File: src/rtl/ahb_arbiter.sv
// Three-master AHB arbiter: round-robin grant, beat-limited tenures, and
// address/data-phase multiplexing towards a single bridge.
module ahb_arbiter #(
  parameter int MAX_BEATS = 16
) (
  input  logic        hclk,
  input  logic        hreset,
  input  logic [2:0]  hbusreq,
  input  logic [95:0] haddr_m,
  input  logic [5:0]  htrans_m,
  input  logic [2:0]  hwrite_m,
  input  logic [95:0] hwdata_m,
  input  logic        hreadyout,
  output logic [2:0]  hgrant,
  output logic [1:0]  hmaster,
  output logic [1:0]  hmaster_d,
  output logic [31:0] haddr,
  output logic [1:0]  htrans,
  output logic        hwrite,
  output logic [31:0] hwdata
);

  typedef enum logic {PARK, OWN} state_t;

  localparam logic [7:0] max_beats8 = 8'(MAX_BEATS);

  state_t     state, state_nxt;
  logic [1:0] hmaster_nxt;
  logic [1:0] last_owner, last_owner_nxt;
  logic [7:0] beat_cnt, beat_cnt_nxt, beat_inc;
  logic [2:0] owner_oh, others;
  logic [1:0] trans_sel;

  // First requester at base+1, base+2, base+3 (mod 3); nearest distance wins.
  function automatic logic [1:0] rr_pick(input logic [2:0] req, input logic [1:0] base);
    logic [1:0] idx;
    rr_pick = base;
    for (int k = 3; k >= 1; k--) begin
      idx = 2'((int'(base) + k) % 3);
      if (req[idx]) rr_pick = idx;
    end
  endfunction

  function automatic logic [31:0] sel32(input logic [95:0] bus, input logic [1:0] idx);
    case (idx)
      2'd1:    sel32 = bus[63:32];
      2'd2:    sel32 = bus[95:64];
      default: sel32 = bus[31:0];
    endcase
  endfunction

  always_comb begin
    case (hmaster)
      2'd1:    begin trans_sel = htrans_m[3:2]; hwrite = hwrite_m[1]; end
      2'd2:    begin trans_sel = htrans_m[5:4]; hwrite = hwrite_m[2]; end
      default: begin trans_sel = htrans_m[1:0]; hwrite = hwrite_m[0]; end
    endcase
  end

  assign owner_oh = 3'b001 << hmaster;
  assign hgrant   = (state == OWN) ? owner_oh : 3'b001;
  assign haddr    = sel32(haddr_m, hmaster);
  assign htrans   = (state == OWN) ? trans_sel : 2'b00;
  assign hwdata   = sel32(hwdata_m, hmaster_d);

  assign others   = hbusreq & ~owner_oh;
  assign beat_inc = beat_cnt + 8'(htrans[1]);

  always_comb begin
    // NOTE: every output of this block gets a default first so no path can infer a latch.
    state_nxt      = state;
    hmaster_nxt    = hmaster;
    beat_cnt_nxt   = beat_cnt;
    last_owner_nxt = last_owner;
    if (hreadyout) begin
      case (state)
        PARK: begin
          if (|hbusreq) begin
            state_nxt    = OWN;
            hmaster_nxt  = rr_pick(hbusreq, last_owner);
            beat_cnt_nxt = 8'd0;
          end
        end
        OWN: begin
          last_owner_nxt = hmaster;
          beat_cnt_nxt   = beat_inc;
          if ((hbusreq & owner_oh) == 3'b000) begin
            beat_cnt_nxt = 8'd0;
            if (|others) begin
              hmaster_nxt = rr_pick(others, hmaster);
            end else begin
              state_nxt   = PARK;
              hmaster_nxt = 2'd0;
            end
          end else if (beat_inc == max_beats8) begin
            // Tenure limit: hand over only if someone else is waiting.
            beat_cnt_nxt = 8'd0;
            if (|others) hmaster_nxt = rr_pick(others, hmaster);
          end
        end
        default: state_nxt = PARK;
      endcase
    end
  end

  // NOTE: sequential state uses non-blocking assignments so all registers sample together.
  always_ff @(posedge hclk or posedge hreset) begin
    if (hreset) begin
      state      <= PARK;
      hmaster    <= 2'd0;
      hmaster_d  <= 2'd0;
      beat_cnt   <= 8'd0;
      last_owner <= 2'd2;
    end else begin
      state      <= state_nxt;
      hmaster    <= hmaster_nxt;
      beat_cnt   <= beat_cnt_nxt;
      last_owner <= last_owner_nxt;
      if (hreadyout) hmaster_d <= hmaster;
    end
  end

endmodule

File: config.mk
export PLATFORM = sky130hd
export DESIGN_NAME = ahb_arbiter
export DESIGN_NICKNAME = d
export VERILOG_FILES = /design/src/rtl/ahb_arbiter.sv
export SDC_FILE = /design/constraint.sdc
export NUM_CORES = 1
export LEC_CHECK = 0
export CAP_MARGIN = 15
export CORE_AREA = 2 2 108 110
export CTS_BUF_LIST = sky130_fd_sc_hd__clkbuf_4
export CTS_CLUSTER_DIAMETER = 120
export DETAILED_ROUTE_END_ITERATION = 12
export DIE_AREA = 0 0 110 112
export GPL_ROUTABILITY_DRIVEN = 0
export PLACE_DENSITY = 0.66
export SLEW_MARGIN = 40
export SYNTH_ARGS = -nofsm -noshare
export SYNTH_HDL_FRONTEND = slang
export SYNTH_SLANG_ARGS = --single-unit
export TNS_END_PERCENT = 30
File: constraint.sdc
create_clock -name hclk -period 4.28 [get_ports hclk]
set_clock_uncertainty 0.2 [all_clocks]
set_input_delay 0.856 -clock hclk [delete_from_list [all_inputs] [get_ports hclk]]
set_output_delay 0.856 -clock hclk [all_outputs]
set_load 0.01 [all_outputs]
Word-level counts from Yosys, hierarchy flattened
Index checks and enable logic that the tools add are counted.
W data, S select, Z words.
{"block": "word_totals", "regBits": 15, "latch_bits": 0, "ram_bits": 0, "mem_bits_ro": 0, "input_bits": 207, "output_inout_bits": 74, "wordCells": 81, "n_memories": 0}
{"block": "classes", "n_addsub": 7, "n_mul": 0, "div": 6, "magnitude_cmp": 6, "eq_ne": 8, "n_shift": 1, "muxes": 38, "bitwise_logic": 4, "n_reduce_logical": 6}
{"op": "$mod A32 B3 Y32 const B", "count": 6}
{"op": "$pmux W32 S2", "count": 2}
{"op": "$mux W2", "count": 12}
{"op": "$mux W8", "count": 3}
{"op": "$lt A2 B3 Y1 const B", "count": 6}
{"op": "$pmux W8 S2", "count": 1}
{"op": "$add A2 B2 Y3 const B", "count": 4}
{"op": "$bmux W1 S2", "count": 6}
{"op": "$mux W1", "count": 9}
{"op": "$add A8 B1 Y8", "count": 1}
{"op": "$eq A8 B5 Y1 const B", "count": 1}
{"op": "$pmux W2 S2", "count": 2}
{"op": "$add A2 B1 Y3 const B", "count": 2}
{"op": "$and A3 B3 Y3", "count": 2}
{"op": "$ne A3 B1 Y1 const B", "count": 2}
{"op": "$reduce_or A3 Y1", "count": 2}
{"op": "$eq A2 B1 Y1 const B", "count": 2}
{"op": "$eq A2 B2 Y1 const B", "count": 2}
{"op": "$pmux W1 S2", "count": 2}
{"op": "$reduce_and A2 Y1", "count": 2}
{"op": "$reduce_and A4 Y1", "count": 1}
{"op": "$logic_not A3 Y1", "count": 1}
{"op": "$mux W3", "count": 1}
{"op": "$not A3 Y3", "count": 1}
{"op": "3 further kinds", "count": 3}

Logic depth before layout (Yosys ltp)
{"block": "depth", "ltp_word": 12, "mapped_depth": 14, "ltp_nobuf": 13}

Worst setup path after synthesis
No wires, ideal clock.
{"block": "synth_path", "path_kind": "register to register", "from": "register hmaster[0]", "to": "register hmaster[0]", "setup_time_ps": 79, "arrival_time_ps": 3372, "t_required_ps": 4001, "path_slack_ps": 629, "path_stages_with_launch": 14, "n_path_buf": 2, "period_less_slack_ps": 3651, "path_cell_list": "dfrtp_1 inv_1 ha_1 clkbuf_1 clkbuf_1 nor2_1 nor3b_1 ha_1 ha_1 nor4_1 o211ai_2 or2_4 a31oi_4 mux2i_1"}
{"block": "synth_between", "word_cells_on_any_way": 35, "cone_classes": "4 x add/sub; 3 x div; 5 x eq/ne; 1 x shift; 16 x mux; 3 x bitwise; 3 x reduce/logical"}
{"element": "start: declaration", "line": "15", "source": "output logic [1:0] hmaster,"}
{"element": "start signal: assignment", "line": "116", "source": "hmaster <= hmaster_nxt;"}
{"element": "$eq A2 B2 Y1 / $eq A2 B1 Y1 (equally long branches)", "line": "53", "source": "case (hmaster)"}
{"element": "$pmux W2 S2 *", "line": "53"}
{"element": "$mux W2 *", "line": "63", "source": "assign htrans = (state == OWN) ? trans_sel : 2'b00;"}
{"element": "via htrans[1]", "line": "18", "source": "output logic [1:0] htrans,"}
{"element": "$add A8 B1 Y8 *", "line": "67", "source": "assign beat_inc = beat_cnt + 8'(htrans[1]);"}
{"element": "$eq A8 B5 Y1 *", "line": "95", "source": "end else if (beat_inc == max_beats8) begin"}
{"element": "$ne A3 B1 Y1 (no line) *"}
{"element": "$reduce_and A4 Y1 (no line) *"}
The timed path passes the listed nets; every way through them passes the cells marked *. The select of a mux whose other input is x is not followed.
A chain may end at the register's enable or synchronous reset.

Final worst setup path
{"block": "layout_path", "from": "register hmaster_d[0]", "to": "output hwdata[30]"}
{"block": "layout_between", "elab_chain_cells": 2, "word_cells_on_any_way": 3, "cone_classes": "2 x eq/ne; 1 x mux"}
{"element": "start: declaration", "line": "16", "source": "output logic [1:0] hmaster_d,"}
{"element": "start signal: assignment", "line": "119", "source": "if (hreadyout) hmaster_d <= hmaster;"}
{"element": "$eq A2 B2 Y1 / $eq A2 B1 Y1 (equally long branches)", "line": "45", "source": "case (idx)"}
{"element": "$pmux W32 S2 *", "line": "45"}
{"element": "end: declaration", "line": "20", "source": "output logic [31:0] hwdata"}
Mark *: on every way between the ends. The rest lies on a longest branch, timed or not.

==> metrics.md <==
| Metric | Value |
|---|---|
| Post-Route WL | around 13000 µm |
| Synthesis Warnings | 0 |
| Pwr Density | around 610 mW/mm² |
| Mapped Avg Cell Area | 6.56 µm² |
| CP endpoint kind | output pin |
| Layout cell share with drive strength beyond 1 | ~4.2% |
| CP Class | flip-flop to output pin |
| Internal cell power | 1.75 mW |
| Clk slew on worst S/H paths | around 90 ps |
| Status | finished, final reports clean |
| First DRT Iteration DRCs | roughly 270 |
| Number of global-route vias before repair | ~3800 |
| Netlist cell types | 44 |
| CP startpoint | hmaster_d[0] |
| RR Endpoint | hmaster[0] |
| # nets final | around 860 |
| Crit-path max FO | 19 |
| Clock share of power | 2.7% |
| Root buffer cell | clkbuf_4 |
| P_leak | 2.04 nW |
| Die extent in x | about 110 µm |
| Sequential element share of the synthesized area | between 10% and 20% |
| First-pass GRT wire length | between 15000 and 20000 µm |
| Vias per cell | 4.99 |
| Register area | about 380 µm² |
| Vias | 3886 |
| Highest Clock Rate | 278 MHz |
| I/O pin count | between 200 and 300 |
| Final routed DRC violation total | 0 |
| Reg2reg start | hmaster[0] |
| H-tree depth | 1 |
| GRT overflow | 0 |
| Die extent in y | 112 µm |
| Initial Util | 22.2% |
| Worst hold start | beat_cnt[7] |
| All-layer global routing usage | 19.1% |
| Antenna diode count | 0 |
| Post-layout min period | 3600 ps |
| Final setup TNS | 0 ps |
| Clock Sinks | 15 |
| Commonest non-fill, non-tap cell in the layout | clkdlybuf4s50_1 |
| Hold Buf Count CTS | 0 |
| Antenna viol nets, final | 0 |
| HP Class | flip-flop to flip-flop |
| Synthesized flop and latch total | 15 |
| VDD IR-drop max | about 0.52 mV |
| Final hold vios | 0 |
| Clk buf depth | 2 |
| IO buf count | 280 |
| RSZ-0062 raised after global routing | false |
| Core Rows | 39 |
| Synth Instances | between 300 and 400 |
| CTS buffer count | 3 |
| Die area | around 0.012 mm² |
| WP data required | 3220 ps |
| Post-DP HPWL | 10600 µm |
| Core ar. | roughly 0.011 mm² |
| Largest net degree at the start of global routing | 65 |
| WHS Path Cells | 1 |
| FILL cells | about 1100 |
| Number of flops mapped to enable cells by yosys | 0 |
| Placed Cells | approximately 780 |
| Initial antenna violation count | 0 |
| CTS tree | built |
| Worst-margin pin slew | ~650 ps |
| Reg2reg path depth | 12 |
| Syn Nets | between 500 and 600 |
| WHS Endpoint | beat_cnt[7] |
| Setup violators final | 0 |
| Setup crit start kind | flip-flop |
| Worst rel slew slack | 56.9% |
| Clock latency on the worst-skew pair | around 290 ps |
| Sw Pwr | 1.53 mW |
| Async set-reset flop share out of synthesis | 100% |
| Multi-input gate area | roughly 0.0019 mm² |
| Max cap viols | 0 |
| Post-Syn Area | 0.00248 mm² |
| Synthesis-to-finish area growth | 118% |
| Sw Share | 46.7% |
| Cts repair resizes | 0 |
| Seq pwr share | 6.4% |
| Non-Filler Instances | around 780 |
| Tcrit/Tclk final | between 80% and 90% |
| Post-synth top flop | dfrtp_1 |
| Combinational power share | a little over 90% |
| Fin. max-slew vios | 0 |
| WP data arrival | 2540 ps |
| Per-cell routed wire length | roughly 16 µm |
| Most frequent cells in the layout | clkdlybuf4s50_1, a22oi_1, nand2_1, o21ai_0 |
| Flop2flop setup slack | slightly above 800 ps |
| DR pass1 iterations | 6 |
| Post-CTS setup buffer count | 0 |
final cells by class:
cell class / count / share of cell area (%)
Sequential cell: 15 / 6.96
Tap cell: 143 / 3.31
Timing Repair Buffer: 289 / 53.0
Clock buffer: 4 / 0.555
Multi-Input combinational cell: 319 / 35.5
Inverter: 9 / 0.624
logic make-up (layout without fill, tap and decap cells):
kind of cell             count (synthesis)  in the layout  synth area share, %
buffers and inverters                   44            302                 7.42
AND/OR/NAND/NOR                        118            118                 21.0
AO/OA/AOI/OAI                          182            182                 47.5
adder cells (fa/ha/maj)                 11             11                 5.55
flip-flops                              15             15                 15.2
multiplexers                             8              8                 3.33
metal layers:
metal | vias to the layer above | share of wire [%] | GRT usage (%)
li1 | 1924 | - | -
met1 | 1742 | 33 | 18.4
met2 | 200 | 51 | 37.1
met3 | 20 | 13 | 6.32
met4 | 0 | 2.5 | 5.82
met5 | - | 0 | 0
Yosys cell counts (all sizes together) (4+ instances only):
cell | count | share of area, %
a22oi | 67 | 20
o21ai | 51 | 11
nand2 | 50 | 7.6
a21oi | 40 | 8.1
nor2 | 40 | 6.1
clkbuf | 27 | 4.1
dfrtp | 14 | 14
ha | 11 | 5.5
inv | 9 | 1.4
buf | 8 | 2.0
mux2i | 6 | 2.4
nand3 | 6 | 1.2
nand2b | 5 | 1.3
a31oi | 4 | 1.6
stage by stage:
step | util [%] | worst slack (ps) | hold WS (ps) | area [µm²] | power [mW]
floorplan | - | 629 | 247 | 2480 | 1.71
global placement | 48.2 | 708 | 294 | 5380 | 3.20
detailed placement | 48.2 | 642 | 299 | 5380 | 3.20
CTS | 48.4 | 666 | 312 | 5410 | 3.31
global route | 48.4 | 495 | 337 | 5410 | 3.57
finish | 48.4 | 684 | 310 | 5410 | 3.28
power by group through the flow:
stage	registers [mW]	clock network [mW]	logic, mW
final	0.212	0.0890	2.98
after global placement	0.212	0	2.98
after detailed placement	0.214	0	2.99
after global routing	0.217	0.0957	3.26
after floorplan	0.211	0	1.50
after CTS	0.212	0.0899	3.01
critical path, cell delays in order, from the launching register on:
cell,delay (ps)
dfrtp_1,410
inv_1,100
ha_1,470
buf_4,330
a22oi_1,130
o21ai_0,210
clkdlybuf4s50_1,590
flip-flops by register name, indices dropped and copies added, names as in the netlist:
register and cells:
last_owner 2, state 1, beat_cnt 8, hmaster_d 2, hmaster 2
worst max-delay path by stage:
stage | to | depth (start not counted) | slack, ps
after CTS | hwdata[30] | 6 | 670
after detailed placement | hmaster[0] | 10 | 640
after floorplan | hmaster[0] | 13 | 630
after global routing | haddr[15] | 7 | 490
after global placement | hmaster[0] | 10 | 710
final | hwdata[30] | 6 | 680
(Power assumes the default switching activity.)
